==> src/rtl/phat_fft_sched_if.sv <==
// Signal bundle between the xcorr FIFOs, the shared FFT core and phat_fft_sched.
// master = scheduler side, slave = FIFO/FFT/bin-RAM side.
interface phat_fft_sched_if #(
  parameter int NCH       = 4,
  parameter int FRAME_LEN = 64
);
  localparam int CW = $clog2(NCH);
  localparam int AW = $clog2(FRAME_LEN);

  logic [NCH-1:0] ch_req;
  logic [NCH-1:0] ch_rd_en;
  logic [CW-1:0]  ch_sel;
  logic           ch_pad;
  logic           fft_start;
  logic           fft_opd;
  logic           fft_eoud;
  logic [CW-1:0]  out_ch;
  logic [AW-1:0]  out_addr;
  logic           out_we;
  logic           frame_done;
  logic [CW-1:0]  done_ch;
  logic           busy;
  logic           err_timeout;

  modport master (
    input  ch_req, fft_opd, fft_eoud,
    output ch_rd_en, ch_sel, ch_pad, fft_start, out_ch, out_addr, out_we,
           frame_done, done_ch, busy, err_timeout
  );

  modport slave (
    output ch_req, fft_opd, fft_eoud,
    input  ch_rd_en, ch_sel, ch_pad, fft_start, out_ch, out_addr, out_we,
           frame_done, done_ch, busy, err_timeout
  );
endinterface

==> src/rtl/phat_fft_sched.sv <==
// Shared-FFT scheduler: arbitrates xcorr FIFOs onto one FFT core and tags its output.
// Define PHAT_SCHED_FIXED_PRIO_EN for fixed lowest-index-first priority instead of round-robin.
module phat_fft_sched #(
  parameter int NCH       = 4,
  parameter int FRAME_LEN = 64,
  parameter int FILL_LEN  = 33,
  parameter int TIMEOUT   = 255
) (
  input  logic             clk,
  input  logic             rst,
  phat_fft_sched_if.master bus
);
  localparam int CW   = $clog2(NCH);
  localparam int AW   = $clog2(FRAME_LEN);
  localparam int CNTW = AW + 1;
  localparam int TW   = $clog2(TIMEOUT + 1);
  localparam bit PAD_TAIL = (FILL_LEN < FRAME_LEN);
  localparam logic [NCH-1:0] ONE_HOT0 = {{(NCH-1){1'b0}}, 1'b1};

  localparam logic [2:0] S_IDLE  = 3'd0;
  localparam logic [2:0] S_ARB   = 3'd1;
  localparam logic [2:0] S_START = 3'd2;
  localparam logic [2:0] S_FEED  = 3'd3;
  localparam logic [2:0] S_DRAIN = 3'd4;
  localparam logic [2:0] S_DONE  = 3'd5;

  logic [2:0]      state;
  logic [CW-1:0]   grant;
  logic [CW-1:0]   pick;
  logic            pick_vld;
  logic [CW-1:0]   rr_idx;
  logic [CNTW-1:0] feed_cnt;
  logic [AW-1:0]   addr_cnt;
  logic [TW-1:0]   wait_cnt;
  logic            pad_tail;
  logic            out_we_q;
  logic [AW-1:0]   out_addr_q;
  logic            err_q;
  logic            to_hit;

  // eoud wins over a timeout landing in the same cycle
  assign to_hit = (state == S_DRAIN) && !bus.fft_eoud && (wait_cnt == TW'(TIMEOUT));

`ifdef PHAT_SCHED_FIXED_PRIO_EN
  always_comb begin
    pick     = '0;
    pick_vld = 1'b0;
    rr_idx   = '0;
    for (int i = NCH - 1; i >= 0; i--) begin
      rr_idx = CW'(i);
      if (bus.ch_req[rr_idx]) begin
        pick     = rr_idx;
        pick_vld = 1'b1;
      end
    end
  end
`else
  logic [CW-1:0] last_grant;

  // walk from the farthest candidate to the nearest so the nearest after last_grant wins
  always_comb begin
    pick     = '0;
    pick_vld = 1'b0;
    rr_idx   = '0;
    for (int i = NCH; i >= 1; i--) begin
      rr_idx = CW'((int'(last_grant) + i) % NCH);
      if (bus.ch_req[rr_idx]) begin
        pick     = rr_idx;
        pick_vld = 1'b1;
      end
    end
  end

  // a timed-out channel still gives up its turn
  always_ff @(posedge clk) begin
    if (rst)
      last_grant <= CW'(NCH - 1);
    else if ((state == S_DONE) || to_hit)
      last_grant <= grant;
  end
`endif

  always_ff @(posedge clk) begin
    if (rst) begin
      state      <= S_IDLE;
      grant      <= '0;
      feed_cnt   <= '0;
      addr_cnt   <= '0;
      wait_cnt   <= '0;
      pad_tail   <= 1'b0;
      out_we_q   <= 1'b0;
      out_addr_q <= '0;
      err_q      <= 1'b0;
    end else begin
      out_we_q <= 1'b0;
      pad_tail <= 1'b0;
      case (state)
        S_IDLE: if (|bus.ch_req) state <= S_ARB;
        S_ARB: begin
          if (pick_vld) begin
            grant <= pick;
            state <= S_START;
          end else begin
            state <= S_IDLE;
          end
        end
        S_START: begin
          feed_cnt <= '0;
          state    <= S_FEED;
        end
        S_FEED: begin
          feed_cnt <= feed_cnt + 1'b1;
          if (feed_cnt == CNTW'(FRAME_LEN - 1)) begin
            state    <= S_DRAIN;
            addr_cnt <= '0;
            wait_cnt <= '0;
            // last read sample lands one cycle after FEED ends
            pad_tail <= PAD_TAIL;
          end
        end
        S_DRAIN: begin
          if (bus.fft_opd) begin
            out_we_q   <= 1'b1;
            out_addr_q <= addr_cnt;
            addr_cnt   <= addr_cnt + 1'b1;
          end
          if (bus.fft_eoud) begin
            state <= S_DONE;
          end else if (to_hit) begin
            err_q <= 1'b1;
            state <= S_IDLE;
          end else begin
            wait_cnt <= wait_cnt + 1'b1;
          end
        end
        S_DONE:  state <= S_IDLE;
        default: state <= S_IDLE;
      endcase
    end
  end

  // outputs decode only registered state, so no input reaches an output combinationally
  assign bus.ch_rd_en    = ((state == S_FEED) && (feed_cnt < CNTW'(FILL_LEN))) ? (ONE_HOT0 << grant) : '0;
  assign bus.ch_pad      = ((state == S_FEED) && (feed_cnt > CNTW'(FILL_LEN))) || pad_tail;
  assign bus.ch_sel      = grant;
  assign bus.fft_start   = (state == S_START);
  assign bus.out_ch      = grant;
  assign bus.out_addr    = out_addr_q;
  assign bus.out_we      = out_we_q;
  assign bus.frame_done  = (state == S_DONE);
  assign bus.done_ch     = (state == S_DONE) ? grant : '0;
  assign bus.busy        = (state != S_IDLE);
  assign bus.err_timeout = err_q;
endmodule
==> src/flat_wrapper.sv <==
// flat-port wrapper written by rule: the top's interface ports become plain ports
module phat_fft_sched_flat 
#(
  parameter int NCH       = 4,
  parameter int FRAME_LEN = 64,
  parameter int FILL_LEN  = 33,
  parameter int TIMEOUT   = 255
)
  (clk, rst, bus_ch_req, bus_fft_opd, bus_fft_eoud, bus_ch_rd_en, bus_ch_sel, bus_ch_pad, bus_fft_start, bus_out_ch, bus_out_addr, bus_out_we, bus_frame_done, bus_done_ch, bus_busy, bus_err_timeout);
  phat_fft_sched_if #(.NCH(NCH), .FRAME_LEN(FRAME_LEN)) bus_i ();
  input  logic clk;
  input  logic rst;
  input wire logic [$bits(bus_i.ch_req)-1:0] bus_ch_req;
  input wire logic [$bits(bus_i.fft_opd)-1:0] bus_fft_opd;
  input wire logic [$bits(bus_i.fft_eoud)-1:0] bus_fft_eoud;
  output wire logic [$bits(bus_i.ch_rd_en)-1:0] bus_ch_rd_en;
  output wire logic [$bits(bus_i.ch_sel)-1:0] bus_ch_sel;
  output wire logic [$bits(bus_i.ch_pad)-1:0] bus_ch_pad;
  output wire logic [$bits(bus_i.fft_start)-1:0] bus_fft_start;
  output wire logic [$bits(bus_i.out_ch)-1:0] bus_out_ch;
  output wire logic [$bits(bus_i.out_addr)-1:0] bus_out_addr;
  output wire logic [$bits(bus_i.out_we)-1:0] bus_out_we;
  output wire logic [$bits(bus_i.frame_done)-1:0] bus_frame_done;
  output wire logic [$bits(bus_i.done_ch)-1:0] bus_done_ch;
  output wire logic [$bits(bus_i.busy)-1:0] bus_busy;
  output wire logic [$bits(bus_i.err_timeout)-1:0] bus_err_timeout;
  assign bus_i.ch_req = bus_ch_req;
  assign bus_i.fft_opd = bus_fft_opd;
  assign bus_i.fft_eoud = bus_fft_eoud;
  assign bus_ch_rd_en = bus_i.ch_rd_en;
  assign bus_ch_sel = bus_i.ch_sel;
  assign bus_ch_pad = bus_i.ch_pad;
  assign bus_fft_start = bus_i.fft_start;
  assign bus_out_ch = bus_i.out_ch;
  assign bus_out_addr = bus_i.out_addr;
  assign bus_out_we = bus_i.out_we;
  assign bus_frame_done = bus_i.frame_done;
  assign bus_done_ch = bus_i.done_ch;
  assign bus_busy = bus_i.busy;
  assign bus_err_timeout = bus_i.err_timeout;
  phat_fft_sched #(.NCH(NCH), .FRAME_LEN(FRAME_LEN), .FILL_LEN(FILL_LEN), .TIMEOUT(TIMEOUT)) u_core (.clk(clk), .rst(rst), .bus(bus_i));
endmodule
==> config.mk <==
export PLATFORM = sky130hd
export DESIGN_NAME = phat_fft_sched_flat
export DESIGN_NICKNAME = d
export VERILOG_FILES = /design/src/rtl/phat_fft_sched_if.sv /design/src/rtl/phat_fft_sched.sv /design/src/flat_wrapper.sv
export SDC_FILE = /design/constraint.sdc
export NUM_CORES = 1
export LEC_CHECK = 0
export CORE_MARGIN = 2
export CORE_UTILIZATION = 50
export CTS_CLUSTER_DIAMETER = 30
export DETAILED_ROUTE_END_ITERATION = 8
export GPL_TIMING_DRIVEN = 0
export PLACE_DENSITY = 0.75
export SYNTH_ARGS = -nofsm -noshare
export SYNTH_HDL_FRONTEND = slang
export SYNTH_SLANG_ARGS = --single-unit
==> constraint.sdc <==
create_clock -name clk -period 2.2 [get_ports clk]
set_input_delay 0.33 -clock clk [delete_from_list [all_inputs] [get_ports clk]]
set_output_delay 0.33 -clock clk [all_outputs]
set_load 0.01 [all_outputs]
Word-level counts from Yosys, hierarchy flattened
Index checks and enable logic that the tools add are counted.

storage, ports and cells
  bits in registers = 37
  logic and storage cells = 94
  bits of input ports = 8

operators by class
  shift-type cells = 1
  equal/unequal tests = 13
  bitwise operators = 3
  magnitude comparators = 6
  reductions and logical operators = 20
  multiplexer cells = 34
  add/subtract/negate cells = 7

operators with widths
  kind                                                                   count
  8-bit two-way mux                                                      3
  8-bit one-hot mux with 2 select lines                                  1
  3-bit one-hot mux with 5 select lines                                  1
  7-bit one-hot mux with 2 select lines                                  1
  2-bit by 3-bit < comparator with 1-bit output, second input constant   4
  2-bit two-way mux                                                      6
  3-bit two-way mux                                                      4
  6-bit two-way mux                                                      2
  6-bit one-hot mux with 2 select lines                                  1
  1-bit two-way mux                                                      10
  3-bit AND reduction                                                    3
  8-bit by 1-bit adder with 8-bit output, second input constant          1
  1-bit binary-select mux with 2-bit select                              4
  8-bit equality test, second input constant                             1
  7-bit by 1-bit adder with 7-bit output, second input constant          1
  7-bit by 6-bit equality test with 1-bit output, second input constant  1
  7-bit by 6-bit > comparator with 1-bit output, second input constant   1
  7-bit by 6-bit < comparator with 1-bit output, second input constant   1
  6-bit by 1-bit adder with 6-bit output, second input constant          1
  3-bit by 2-bit equality test with 1-bit output, second input constant  2
  3-bit equality test, second input constant                             2
  2-bit inequality test, second input constant                           3
  2-bit by 1-bit adder with 2-bit output, second input constant          2
  2-bit adder, second input constant                                     2
  other kinds (16)                                                       26

Logic depth before layout (Yosys ltp)
Gate-level depths: netlist of run 1.

  word-level depth = 9
  mapped depth = 6
  depth with buffers taken out = 5

Worst setup path after synthesis of run 1
OpenSTA, ideal clock, no wires.

  kind = reg-to-output
  start point = register u_core.state[1]
  end point = output bus_ch_rd_en[0]
  setup slack = 0.429 ns
  arrival time = 1.441 ns
  data required time = 1.870 ns
  buffers on the path = 1
  cell stages (with the launch flop) = 5
  path through = dfxtp_1 clkbuf_1 nand3b_1 a211o_1 nor3_1

on the way
  word-level cells in the longest chain between the ends = 3

ends and longest elaborated chain
  element                                         line                   source
  from (decl)                                     phat_fft_sched.sv:27   logic [2:0] state;
  from (signal assigned)                          phat_fft_sched.sv:85   state <= S_IDLE;
  from (signal assigned)                          phat_fft_sched.sv:98   S_IDLE: if (|bus.ch_req) state <= S_ARB;
  from (signal assigned)                          phat_fft_sched.sv:102  state <= S_START;
  3-bit by 2-bit equality test with 1-bit output  phat_fft_sched.sv:143  assign bus.ch_rd_en = ((state == S_FEED) && (feed_cnt < CNTW'(FILL_LEN))) ? (ONE_HOT0 << grant) : '0;
  1-bit logical AND                               phat_fft_sched.sv:143
  4-bit two-way mux                               phat_fft_sched.sv:143
  to (decl)                                       flat_wrapper.sv:16     output wire logic [$bits(bus_i.ch_rd_en)-1:0] bus_ch_rd_en;

No other way between the ends.

Final worst setup path of run 1
  start point = register u_core.state[0]
  end point = output bus_busy

on the way
  word-level cells in the longest chain between the ends = 1

ends and longest elaborated chain
  element             line                   source
  3-bit nonzero test  phat_fft_sched.sv:152  assign bus.busy = (state != S_IDLE);
  to (decl)           flat_wrapper.sv:25     output wire logic [$bits(bus_i.busy)-1:0] bus_busy;

No other way between the ends.

==> results, run 1 <==
- The run finished with clean final reports.
- The peak fanout along the critical path is 10.
- CTS placed an instance of clkbuf_8 at the clock tree root.
- The final-layout fill cell count is 327.
- Clock-pin slew was measured on the worst setup and hold paths at 0.07 ns.
- The wire length of the first global-routing pass is 7.02 mm.
- The count of antenna-violating nets left after detailed routing is 0.
- The data arrival time of the critical path is 1.78 ns.
- The longest clock path from root to sink contains 2 buffers.
- The number of detailed-route iterations in the first pass is 4.
- The number of cell instances on the worst register-to-register path is 5.
- The proportion of layout cells with a drive suffix above 1 is 8.99%.
- Setup violations remaining at the end of the flow were counted as 0.
- The width of the die is 64.7 um.
- The leakage power total is 0.827 nW.
- After global routing the overflow that remains totals 0.
- The most used flip-flop cell after synthesis is dfxtp_1.
- The HPWL reported at the end of detailed placement is 2.92 mm.
- The beginning of the worst register-to-register path is u_core.feed_cnt[0]$_SDFFE_PP0P_.
- After detailed routing, the average wire length per cell comes to 13.1 um.
- The worst register-to-register path ends at u_core.wait_cnt[2]$_SDFFE_PP0P_.
- Counting flops with a built-in enable in the synthesized netlist gives 0.
- The initialized floorplan defines 22 standard-cell rows.
- The CTS tree is done.
- The worst register-to-register path has a setup slack of 0.44 ns.
- The post-synthesis async set-or-reset flop share is 0%.
- Global routing used 21.4% of the available tracks across all layers.
- The final route contains 1763 vias.
- The register area share after synthesis is 40.2%.
- Port buffering added 29 buffers.
- The initial antenna violation count is 0.
- The post-placement setup slack is -0.212 ns.
- The number of violations reported at the end of detailed-routing iteration 0 is 105.
- Clock latency on the worst-skew pair, taken at its later pin, is 0.29 ns.
- The number of hold violations in the final report is 0.
- The die covers 0.00418 mm2.
- The via count of the first global-routing pass is 1577.
- Summed over all failing endpoints, the final setup total negative slack is 0 ns.
- The shortest clock period the worst path allows after layout is 2.11 ns.
- By area the synthesized netlist is led by dfxtp_1, a21oi_1, nor2_1.
- Setup repair after global routing left no endpoint under its margin.
- The power per standard cell area is 565 mW/mm2.
- The final core area utilization is 63.6%.
- The final critical path takes up 96.0% of the cycle.
- Data on the critical path is required at its endpoint by 1.87 ns.
- Entering global routing, the biggest net connects 12 pins.
- The number of nets in the layout is 278.
- The path class of the lowest-slack min-delay path is flip-flop to flip-flop.
- The clock tree skew after final layout is 0.00641 ns.
- Synthesis produced a netlist whose cell count is 230.
- The effective utilization at floorplan is 51.1%.
- The number of max-slew violations in the final report was 0.
- The share of Yosys cell area claimed by the top area cell type is 40.2%.
- Measured against its own limit, the worst slew margin works out to 54.2%.
- The worst-case IR drop observed on VDD is 0.283 mV.
- The die boundary height is 64.7 um.
- The number of buffers added to fix hold violations after cts is 0.
- The weighted congestion at the end of routability-driven global placement is 0.847.
- The total detailed-routing wirelength is 4.13 mm.
- 0 antenna diodes ended up in the layout.
- After synthesis, the mean cell area works out to 8.01 um2.
- The flip-flop and latch count after synthesis is 37.
- The Yosys step of the flow raised 0 warnings.
- The smallest setup slack after layout is 0.0874 ns.
- At the pin with the least slew margin, the transition time is 0.678 ns.
- The area inside the core boundary is 0.00361 mm2.
- The number of nets in the synthesized netlist is 242.
- The area growth from synthesis to layout is 24.6%.
- Clock tree synthesis inserted a total of 5 buffers.
- The CTS H-tree depth is 2.
- The area of the mapped netlist is 0.00184 mm2.
- The mean number of vias per cell is 5.60.
- The cell accounting for the most synthesized area is dfxtp_1.
- The worst hold path depth is 2.
- The DRC violation count after routing is 0.
- Across the run, the number of max-cap violations was 0.
- The worst setup path is captured at a primary output.
- The worst setup path is of the flip-flop to primary output kind.
- Timing would allow up to 473 MHz.
- The worst hold path endpoint is u_core.bus.out_addr[4]$_SDFFE_PP0P_.
- The number of distinct standard cells referenced by the synthesized netlist is 45.
- The number of top-level pins is 30.
- In this run the most critical hold path is launched from u_core.bus.out_addr[4]$_SDFFE_PP0P_.
- The number of clock sinks is 37.
- STA classifies the critical path startpoint as a flip-flop.
synth_stat cells (all sizes together) (3+ instances only):
library cell,instances
dfxtp,37
nor2,28
a21oi,24
nand2,23
nor3,15
nand3,13
o21ai,12
inv,7
a31oi,6
buf,6
clkbuf,6
nand2b,5
ha,4
nand3b,4
nand4,3
nor4b,3
o211ai,3
or3,3
how the worst max path moves through the flow:
stage / depth (start not counted) / endpoint / from / slack [ns]
final: 5 / bus_busy / u_core.state[0]$_SDFFE_PP0P_ / 0.09
after global placement: 5 / bus_ch_rd_en[0] / u_core.state[1]$_SDFFE_PP0P_ / -0.22
after global routing: 5 / bus_ch_rd_en[3] / u_core.state[2]$_SDFFE_PP0P_ / 0.009
after floorplan: 4 / bus_ch_rd_en[0] / u_core.state[1]$_SDFFE_PP0P_ / 0.43
after CTS: 5 / bus_ch_rd_en[2] / u_core.state[2]$_SDFFE_PP0P_ / 0.08
after detailed placement: 5 / bus_ch_rd_en[2] / u_core.state[1]$_SDFFE_PP0P_ / -0.21
worst max-delay path: stages (launching register included):
cell and delay, ns:
dfxtp_1 0.31, buf_2 0.18, clkbuf_2 0.21, nor3_1 0.25, inv_1 0.07, clkdlybuf4s50_1 0.48
metal layers:
| metal | GRT usage, % | vias up | routed length, um |
|---|---|---|---|
| met3 | 5.73 | 7 | 184 |
| met2 | 33.6 | 41 | 1790 |
| li1 | - | 905 | - |
| met1 | 28.8 | 810 | 2110 |
| met5 | 0 | - | 0 |
| met4 | 6.65 | 0 | 47 |
power breakdown:
part           total, mW  switching [mW]  leakage, nW  internal (mW)
sequential         0.689          0.0105        0.300          0.679
clock              0.455           0.235       0.0450          0.219
combinational      0.153          0.0850        0.483         0.0683
per-stage QoR:
stage          instance area [um2]  total power [mW]  hold slack (ns)  instances
2_1_floorplan                 1840             0.789            0.446        230
3_3_place_gp                  2190             0.852            0.447        307
3_5_place_dp                  2190             0.852            0.446        307
4_1_cts                       2280              1.30            0.457        316
5_1_grt                       2290              1.34            0.474        315
6_report                      2290              1.30            0.457        315
final cells by class:
type                       count  area [um2]  share of cell area (%)
timing repair buffer          30         292                    12.7
multi-input combinational    174        1030                    44.9
buffer                        11        60.1                    2.62
tap                           48        60.1                    2.62
inverter                       7        26.3                    1.15
clock buffer                   6        72.6                    3.16
sequential                    37         743                    32.4
clock inverter                 2        10.0                   0.436
flip-flops by register name, summed over array words and instances, names as in the netlist:
register / flops
u_core.bus.out_we: 1
u_core.bus.err_timeout: 1
u_core.bus.out_addr: 6
u_core.bus.ch_sel: 2
u_core.addr_cnt: 6
u_core.last_grant: 2
u_core.pad_tail: 1
u_core.state: 3
u_core.wait_cnt: 8
u_core.feed_cnt: 7
logic make-up after synthesis:
group	synth area share, %
compound gates	20.6
xor+xnor	1.43
fa+ha+maj	2.72
buf+inv	4.48
flops	40.2
simple gates	30.6
cell usage in the layout (no fill, tap or decap), types with 3 or more instances in the layout:
cell             count
o211ai_1             3
ha_1                 4
dlygate4sd2_1        5
clkbuf_8             5
a21oi_1             24
a31oi_1              6
nand3_1             13
o21ai_0             11
inv_1                7
nand2b_1             4
nor3_1              13
clkbuf_1             4
dfxtp_1             35
clkdlybuf4s50_1     24
nand4_1              3
nor2_1              28
or3_1                3
buf_4                3
nand2_1             23
nand3b_1             4
what timing repair did:
item                       in CTS  in global routing
setup endpoints to repair       7                  7
buffers inserted                1                  0
gates resized for setup         9                  5
pin swaps                       0                  1
No activity file was read; power rests on OpenSTA's default activity.
==> run 2, diff against run 1 <==
--- a/config.mk
+++ b/config.mk
@@ -5,7 +5,6 @@
 export SDC_FILE = /design/constraint.sdc
 export NUM_CORES = 1
 export LEC_CHECK = 0
-export CORE_MARGIN = 2
 export CORE_UTILIZATION = 50
 export CTS_CLUSTER_DIAMETER = 30
 export DETAILED_ROUTE_END_ITERATION = 8
==> run 2 against run 1 <==
  * Non-clock buffer count stayed put
  * Die area is 6.1% lower
  * Global-route usage is 1.1 points higher
  * Cell count is 0.63% lower
  * Critical path depth stayed put
  * Largest power group unchanged
==> results, run 2 (synthesized netlist as in run 1, its figures left out) <==
- The flow ran to the end, and the final reports show no timing, DRC or antenna violations.
- The remaining max-slew budget at the tightest pin came to 52.5% (-1.7 points).
- The via count of the first global-routing pass was 1545 (-2.0%).
- The effective utilization at floorplan is 53.5% (+2.4 points).
- The largest register by flop count is u_core.wait_cnt.
- The post-placement setup slack is -0.288 ns (-0.0764 ns).
- The shortest clock period the worst path allows after layout came to 2.13 ns (+0.0158 ns).
- The CTS H-tree depth is 2 (unchanged).
- The clock root buffer is clkbuf_8.
- The required time at the endpoint of the critical path is 1.87 ns (about the same).
- STA classifies the critical path endpoint as a primary output.
- The sum of buffers and inverters on the critical path is 1 (-3).
- The fraction of the cycle the final worst path needs was 96.7% (+0.72 points).
- The final standard cell count with taps included and fillers excluded came to 313 (-0.63%).
- The number of top-level pins is 30 (unchanged).
- The all-layer global routing usage was 22.5% (+1.1 points).
- The sort of element at the start of the critical path is a flip-flop.
- The count of antenna-violating nets left after detailed routing is 0 (unchanged).
- The proportion of layout cells with a drive suffix above 1 is 8.99% (unchanged).
- The total detailed-routing wirelength was 4.18 mm (+1.2%).
- The power per standard cell area is 625 mW/mm2 (+11%).
- The number of buffers between clock root and the deepest sink came to 2 (unchanged).
- The average wire per cell in the routed design was 13.4 um (+1.9%).
- The post-synthesis to final-layout area growth is 26.4%.
- The signal on the critical path passes through nor3_2 > nand2_1 > a211o_1 > nor3_1 > dlygate4sd2_1.
- The number of max-capacitance violations reported is 0 (unchanged).
- The post-placement cell count is 305 (-0.65%).
- The peak ir drop on the vdd network is 0.554 mV (+95%).
- The number of max-slew violations in the final report came to 0 (unchanged).
- The number of flip-flops under the largest register name came to 8 (unchanged).
- The largest individual stage delay along the critical path comes from the cell a211o_1.
- The floorplan row count is 21 (-4.5%).
- The area inside the core boundary is 0.00344 mm2 (-4.5%).
- The number of violations reported at the end of detailed-routing iteration 0 came to 102 (-2.9%).
- In the layout the commonest cells are dfxtp_1, nor2_1, a21oi_1, clkdlybuf4s50_1, nand2_1.
- The clock tree skew after final layout is 0.00569 ns (-0.000729 ns).
- The peak fanout along the critical path is 6 (-4).
- The area of the die is 0.00393 mm2 (-6.1%).
- The total grt overflow is 0 (unchanged).
- The cell family contributing the most delay on the critical path is simple AND/OR/NAND/NOR gates.
- The number of detailed-route iterations in the first pass is 4 (unchanged).
- The final-layout fill cell count is 292 (-11%).
- The clock slew seen by the registers of the worst setup and hold paths is 0.07 ns (about the same).
- The peak per-stage delay on the critical path is 0.38 ns (-0.10 ns).
- The die boundary height is 62.7 um (-3.1%).
- The smallest setup slack after layout came to 0.0716 ns (-0.0158 ns).
- The number of clock sinks is 37 (unchanged).
- The HPWL reported at the end of detailed placement was 2.83 mm (-2.9%).
- The wire length of the first global-routing pass is 7.04 mm (+0.20%).
- The largest net degree at the start of global routing is 12 (unchanged).
- The total power of the final layout is 1.46 mW (+12%).
- The number of antenna repair diodes is 0 (unchanged).
- The DRC violation count after routing is 0 (unchanged).
- The leakage power total is 0.841 nW (+1.7%).
- The number of hold violations in the final report was 0 (unchanged).
- The mean number of vias per cell came to 5.67 (+1.4%).
- The timing-limited maximum frequency is 470 MHz (-0.74%).
- The initial antenna violation count was 0 (unchanged).
- The number of buffers inserted during clock tree synthesis is 5 (unchanged).
- The slew at the pin closest to its max-slew limit was 0.703 ns (+0.0248 ns).
- The number of nets in the layout is 278 (unchanged).
- TritonCTS built the clock tree.
- The most frequent standard cell in the layout excluding fill and tap cells is dfxtp_1.
- The weighted congestion at the end of routability-driven global placement came to 0.816 (-3.6%).
- The worst setup path is of the flip-flop to primary output kind.
- The setup violation total in the final timing report came to 0 (unchanged).
- The tightest min-delay check is of the flip-flop to flip-flop type.
- The count of buffers inserted at the top-level ports came to 29 (unchanged).
- The largest registers in the layout are u_core.wait_cnt: 8 flops, u_core.feed_cnt: 7 flops.
- The source-to-sink clock delay at the later pin of the worst-skew pair is 0.29 ns (about the same).
- The routed via count was 1776 (+0.74%).
- The data arrival time of the critical path came to 1.80 ns (+0.02 ns).
- The width of the die is 62.7 um (-3.1%).
[run 2: final cells by class]
cell class,instances,area [um2],share of cell area (%)
sequential,37,743,31.9
tap,46,57.6,2.47
inverter,7,26.3,1.13
timing repair buffer,30,292,12.5
clock inverter,1,30.0,1.29
buffer,11,62.6,2.69
multi-input combinational,174,1030,44.3
clock buffer,7,86.3,3.71
[run 2: path summary, 6_finish.rpt]
check | end | cells after the start | from | slack (ns)
max | bus_ch_rd_en[0] | 5 | u_core.feed_cnt[2]$_SDFFE_PP0P_ | 0.07
min | u_core.bus.out_addr[2]$_SDFFE_PP0P_ | 2 | u_core.bus.out_addr[2]$_SDFFE_PP0P_ | 0.45
max reg2reg | u_core.wait_cnt[1]$_SDFFE_PP0P_ | 5 | u_core.wait_cnt[0]$_SDFFE_PP0P_ | 0.47
min reg2reg | u_core.bus.out_addr[2]$_SDFFE_PP0P_ | 2 | u_core.bus.out_addr[2]$_SDFFE_PP0P_ | 0.45
[run 2: repair_timing]
| item | in CTS | in global routing |
|---|---|---|
| hold buffers | 0 | 0 |
| resized for setup | 9 | 7 |
| pin swaps | 1 | 0 |
| setup buffers | 1 | 0 |
| endpoints found under the setup margin | 7 | 7 |
[run 2: worst reg2reg max path: stages, from the launching register on]
cell and delay (ns):
dfxtp_1 0.38, ha_1 0.24, nand3_1 0.20, o21ai_1 0.46, a21oi_1 0.12, a41o_1 0.22
[run 2: where the power goes]
part | internal, mW | switching, mW
combinational | 0.0693 | 0.0845
clock | 0.370 | 0.242
sequential | 0.678 | 0.0111
total | 1.12 | 0.338
[run 2: routing by layer]
layer,vias up,share of wire (%),track usage (%),wire (um)
met5,-,0,0,0
met4,0,2.0,11.3,84
met3,10,4.9,6.02,204
met2,46,45,33.3,1880
met1,820,48,30.1,2010
li1,900,-,-,-
[run 2: per-stage QoR]
step                      utilization [%]  area, um2  hold WS [ns]  TNS [ns]
after floorplan                         -       1840         0.446         0
after global placement               63.6       2190         0.442     -1.01
after detailed placement             63.6       2190         0.446     -1.11
after CTS                            67.2       2310         0.456         0
after global routing                 67.6       2330         0.486   -0.0293
final                                67.6       2330         0.454         0
==> run 3, diff against run 2 <==
--- a/config.mk
+++ b/config.mk
@@ -5,11 +5,13 @@
 export SDC_FILE = /design/constraint.sdc
 export NUM_CORES = 1
 export LEC_CHECK = 0
-export CORE_UTILIZATION = 50
+export CORE_UTILIZATION = 54
+export CTS_BUF_LIST = sky130_fd_sc_hd__clkbuf_4 sky130_fd_sc_hd__clkbuf_8
 export CTS_CLUSTER_DIAMETER = 30
 export DETAILED_ROUTE_END_ITERATION = 8
 export GPL_TIMING_DRIVEN = 0
-export PLACE_DENSITY = 0.75
+export PLACE_DENSITY = 0.81
+export SLEW_MARGIN = 20
 export SYNTH_ARGS = -nofsm -noshare
 export SYNTH_HDL_FRONTEND = slang
 export SYNTH_SLANG_ARGS = --single-unit
==> run 3 against run 2 <==
  * Fmax increased by 0.50%
  * Design area decreased by 0.32%
  * Sequential cell count unchanged
  * Hold slack improved by 0.0070 ns
  * Non-clock buffer count increased by 2
  * Global-route usage increased by 4.4 points
  * Core utilization increased by 6.0 points
  * Critical path depth unchanged
  * Critical endpoint is now bus_busy
  * Highest routed layer unchanged
==> results, run 3 (synthesized netlist as in run 1, its figures left out) <==
- The sequential share of power came to 50.7% (+3.3 points).
- The average wire per cell in the routed design is 14.1 um (+5.5%).
- The total grt overflow is 0 (unchanged).
- The post-placement setup slack is -0.262 ns (+0.0264 ns).
- The mean number of vias per cell is 5.88 (+3.7%).
- The largest net degree at the start of global routing is 13 (+1).
- The number of cell instances on the worst register-to-register path came to 5 (unchanged).
- The initial antenna violation count is 0 (unchanged).
- The number of flip-flops under the largest register name is 8 (unchanged).
- The count of antenna-violating nets left after detailed routing came to 0 (unchanged).
- The number of violations reported at the end of detailed-routing iteration 0 is 106 (+3.9%).
- The die boundary height is 60.4 um (-3.7%).
- The post-synthesis to final-layout area growth is 26.0%.
- The all-layer global routing usage is 26.9% (+4.4 points).
- The worst register-to-register path begins at u_core.feed_cnt[0]$_SDFFE_PP0P_.
- The fraction of the cycle the final worst path needs is 96.3% (-0.49 points).
- The destination of the worst register-to-register timing path is u_core.wait_cnt[2]$_SDFFE_PP0P_.
- The number of top-level pins came to 30 (unchanged).
- The number of buffers inserted during clock tree synthesis is 5 (unchanged).
- TritonCTS built the clock tree.
- The sum of buffers and inverters on the critical path was 4 (+3).
- In the final layout, the registers with the most flip-flops are u_core.wait_cnt: 8 flops, u_core.feed_cnt: 7 flops.
- The proportion of layout cells with a drive suffix above 1 is 12.3% (+3.3 points).
- The final core area utilization is 73.6% (+6.0 points).
- The hold slack is 0.461 ns (+0.00701 ns).
- The power per standard cell area came to 586 mW/mm2 (-6.2%).
- The CTS H-tree depth is 2 (unchanged).
- The width of the die is 60.4 um (-3.7%).
- The data arrival time of the critical path is 1.79 ns (about the same).
- The largest register by flop count is u_core.wait_cnt.
- The source-to-sink clock delay at the later pin of the worst-skew pair was 0.36 ns (+0.07 ns).
- The number of nets in the layout is 280 (+0.72%).
- The smallest setup slack after layout is 0.0822 ns (+0.0107 ns).
- The floorplan row count was 20 (-4.8%).
- The peak per-stage delay on the critical path is 0.47 ns (+0.09 ns).
- The shortest clock period the worst path allows after layout is 2.12 ns (-0.0107 ns).
- The number of antenna repair diodes came to 0 (unchanged).
- The peak fanout along the critical path was 10 (+4).
- The internal power component is 1.02 mW (-8.6%).
- The clock share of power is 37.5% (-4.6 points).
- The instance area after placement is 0.00219 mm2 (-0.11%).
- The count of buffers inserted at the top-level ports is 29 (unchanged).
- The number of max-capacitance violations reported was 0 (unchanged).
- The leakage power total is 0.868 nW (+3.1%).
- The flow ran to the end, and the final reports show no timing, DRC or antenna violations.
- The remaining max-slew budget at the tightest pin is 46.7% (-5.8 points).
- The routed via count came to 1841 (+3.7%).
- The end of the critical path is bus_busy.
- The number of buffers between clock root and the deepest sink is 2 (unchanged).
- The most critical setup path has its startpoint at u_core.state[0]$_SDFFE_PP0P_.
- The part of the total power dissipated in combinational logic is 11.8% (+1.2 points).
- The timing-limited maximum frequency is 472 MHz (+0.50%).
- The clock slew seen by the registers of the worst setup and hold paths was 0.12 ns (+0.05 ns).
- The number of clock sinks is 37 (unchanged).
- The worst setup path is launched from a flip-flop.
- The DRC violation count after routing was 0 (unchanged).
- The count of cell instances traversed by the critical path is 5 (unchanged).
- The clock tree skew after final layout is 0.00695 ns (+0.00126 ns).
- The endpoint class of the critical path is a primary output.
- The effective utilization at floorplan was 58.4% (+4.9 points).
- The area of the die is 0.00365 mm2 (-7.2%).
- The total detailed-routing wirelength is 4.41 mm (+5.5%).
- The HPWL reported at the end of detailed placement is 3.05 mm (+7.7%).
- The critical path goes through clkbuf_4 > buf_4 > nor3_4 > inv_1 > clkdlybuf4s50_1.
- The number of detailed-route iterations in the first pass came to 5 (+1).
- The required time at the endpoint of the critical path is 1.87 ns (about the same).
- Setup repair after global routing left no endpoint under its margin.
- The wire length of the first global-routing pass is 7.29 mm (+3.5%).
- The weighted congestion at the end of routability-driven global placement is 0.807 (-1.2%).
- The slew at the pin closest to its max-slew limit is 0.789 ns (+0.0862 ns).
- The path class of the lowest-slack min-delay path is flip-flop to flip-flop.
- The area inside the core boundary is 0.00315 mm2 (-8.4%).
- In the layout the commonest cells are dfxtp_1, nor2_1, a21oi_1.
- The via count of the first global-routing pass is 1623 (+5.0%).
- The most frequent standard cell in the layout excluding fill and tap cells is dfxtp_1.
- The peak ir drop on the vdd network is 0.442 mV (-20%).
- The tree is rooted in a clkbuf_4.
- The number of hold violations in the final report is 0 (unchanged).
- The category of cells accounting for the largest share of critical-path delay is buffers and inverters.
- The critical path is of the flip-flop to primary output type.
- The switching component of the power is 340 uW (+0.59%).
- The number of max-slew violations in the final report is 0 (unchanged).
- The reg-to-reg setup timing slack is 0.43 ns (-0.04 ns).
- The setup violation total in the final timing report is 0 (unchanged).
- The area of all placed cells without fillers is 0.00232 mm2 (-0.32%).
- The switching share of total power is 25.0% (+1.8 points).
- The slowest stage of the critical path is the clkdlybuf4s50_1 cell.
-- run 3: cell count changes in the layout (fill, tap and decap cells not counted), moves of 3 or more --
cell,previous run,this run
clkbuf_2,0,4
buf_4,3,8
clkbuf_4,3,6
clkbuf_8,6,1
dlygate4sd2_1,5,1
-- run 3: worst min-delay path by stage --
stage | cells past startpoint | slack [ns] | startpoint | to
finish | 2 | 0.46 | u_core.bus.out_addr[4]$_SDFFE_PP0P_ | u_core.bus.out_addr[4]$_SDFFE_PP0P_
CTS | 2 | 0.46 | u_core.bus.out_addr[4]$_SDFFE_PP0P_ | u_core.bus.out_addr[4]$_SDFFE_PP0P_
global route | 2 | 0.48 | u_core.bus.out_addr[2]$_SDFFE_PP0P_ | u_core.bus.out_addr[2]$_SDFFE_PP0P_
global placement | 2 | 0.44 | u_core.bus.out_addr[5]$_SDFFE_PP0P_ | u_core.bus.out_addr[5]$_SDFFE_PP0P_
floorplan | 2 | 0.45 | u_core.addr_cnt[5]$_SDFFE_PP0P_ | u_core.bus.out_addr[5]$_SDFFE_PP0P_
detailed placement | 2 | 0.45 | u_core.bus.out_addr[4]$_SDFFE_PP0P_ | u_core.bus.out_addr[4]$_SDFFE_PP0P_
-- run 3: cell type report --
type / count / area, um2
flip-flops and latches: 37 / 746
multi-input cells: 174 / 1040
inverters: 7 / 26.3
plain buffers: 11 / 65.1
repair buffers: 32 / 297
well taps: 44 / 55.1
clock inverters: 2 / 37.5
clock buffers: 6 / 51.3
fillers: 270 / 832
-- run 3: worst reg2reg max path: cells and delay by family (launching register included) --
kind	cells	cell delay, ns
simple gates	4	0.95
flops	1	0.45
fa+ha+maj	1	0.26
-- run 3: power by group through the flow --
stage | combinational (mW) | clock (mW) | sequential, mW
6_report | 0.161 | 0.510 | 0.690
3_5_place_dp | 0.150 | 0 | 0.704
5_1_grt | 0.176 | 0.539 | 0.691
4_1_cts | 0.156 | 0.520 | 0.690
2_1_floorplan | 0.0861 | 0 | 0.703
3_3_place_gp | 0.148 | 0 | 0.704
-- run 3: metal layers --
| layer | global-route usage [%] | share of wire, % |
|---|---|---|
| met5 | 0 | 0 |
| met4 | 10.6 | 1.1 |
| met3 | 6.61 | 6.9 |
| met2 | 44.0 | 47 |
| met1 | 34.1 | 45 |
-- run 3: repair_timing --
item                                    in CTS  in global routing
buffers inserted                             1                  2
hold buffers                                 0                  0
pin swaps                                    1                  3
endpoints found under the setup margin      10                  8
gates resized for setup                     14                 21
-- run 3: stage by stage --
step                total power, mW  std cells  setup TNS [ns]
CTS                            1.37        311               0
global placement              0.852        303          -0.889
finish                         1.36        313               0
detailed placement            0.854        303           -1.02
global route                   1.41        313               0
floorplan                     0.789        230               0
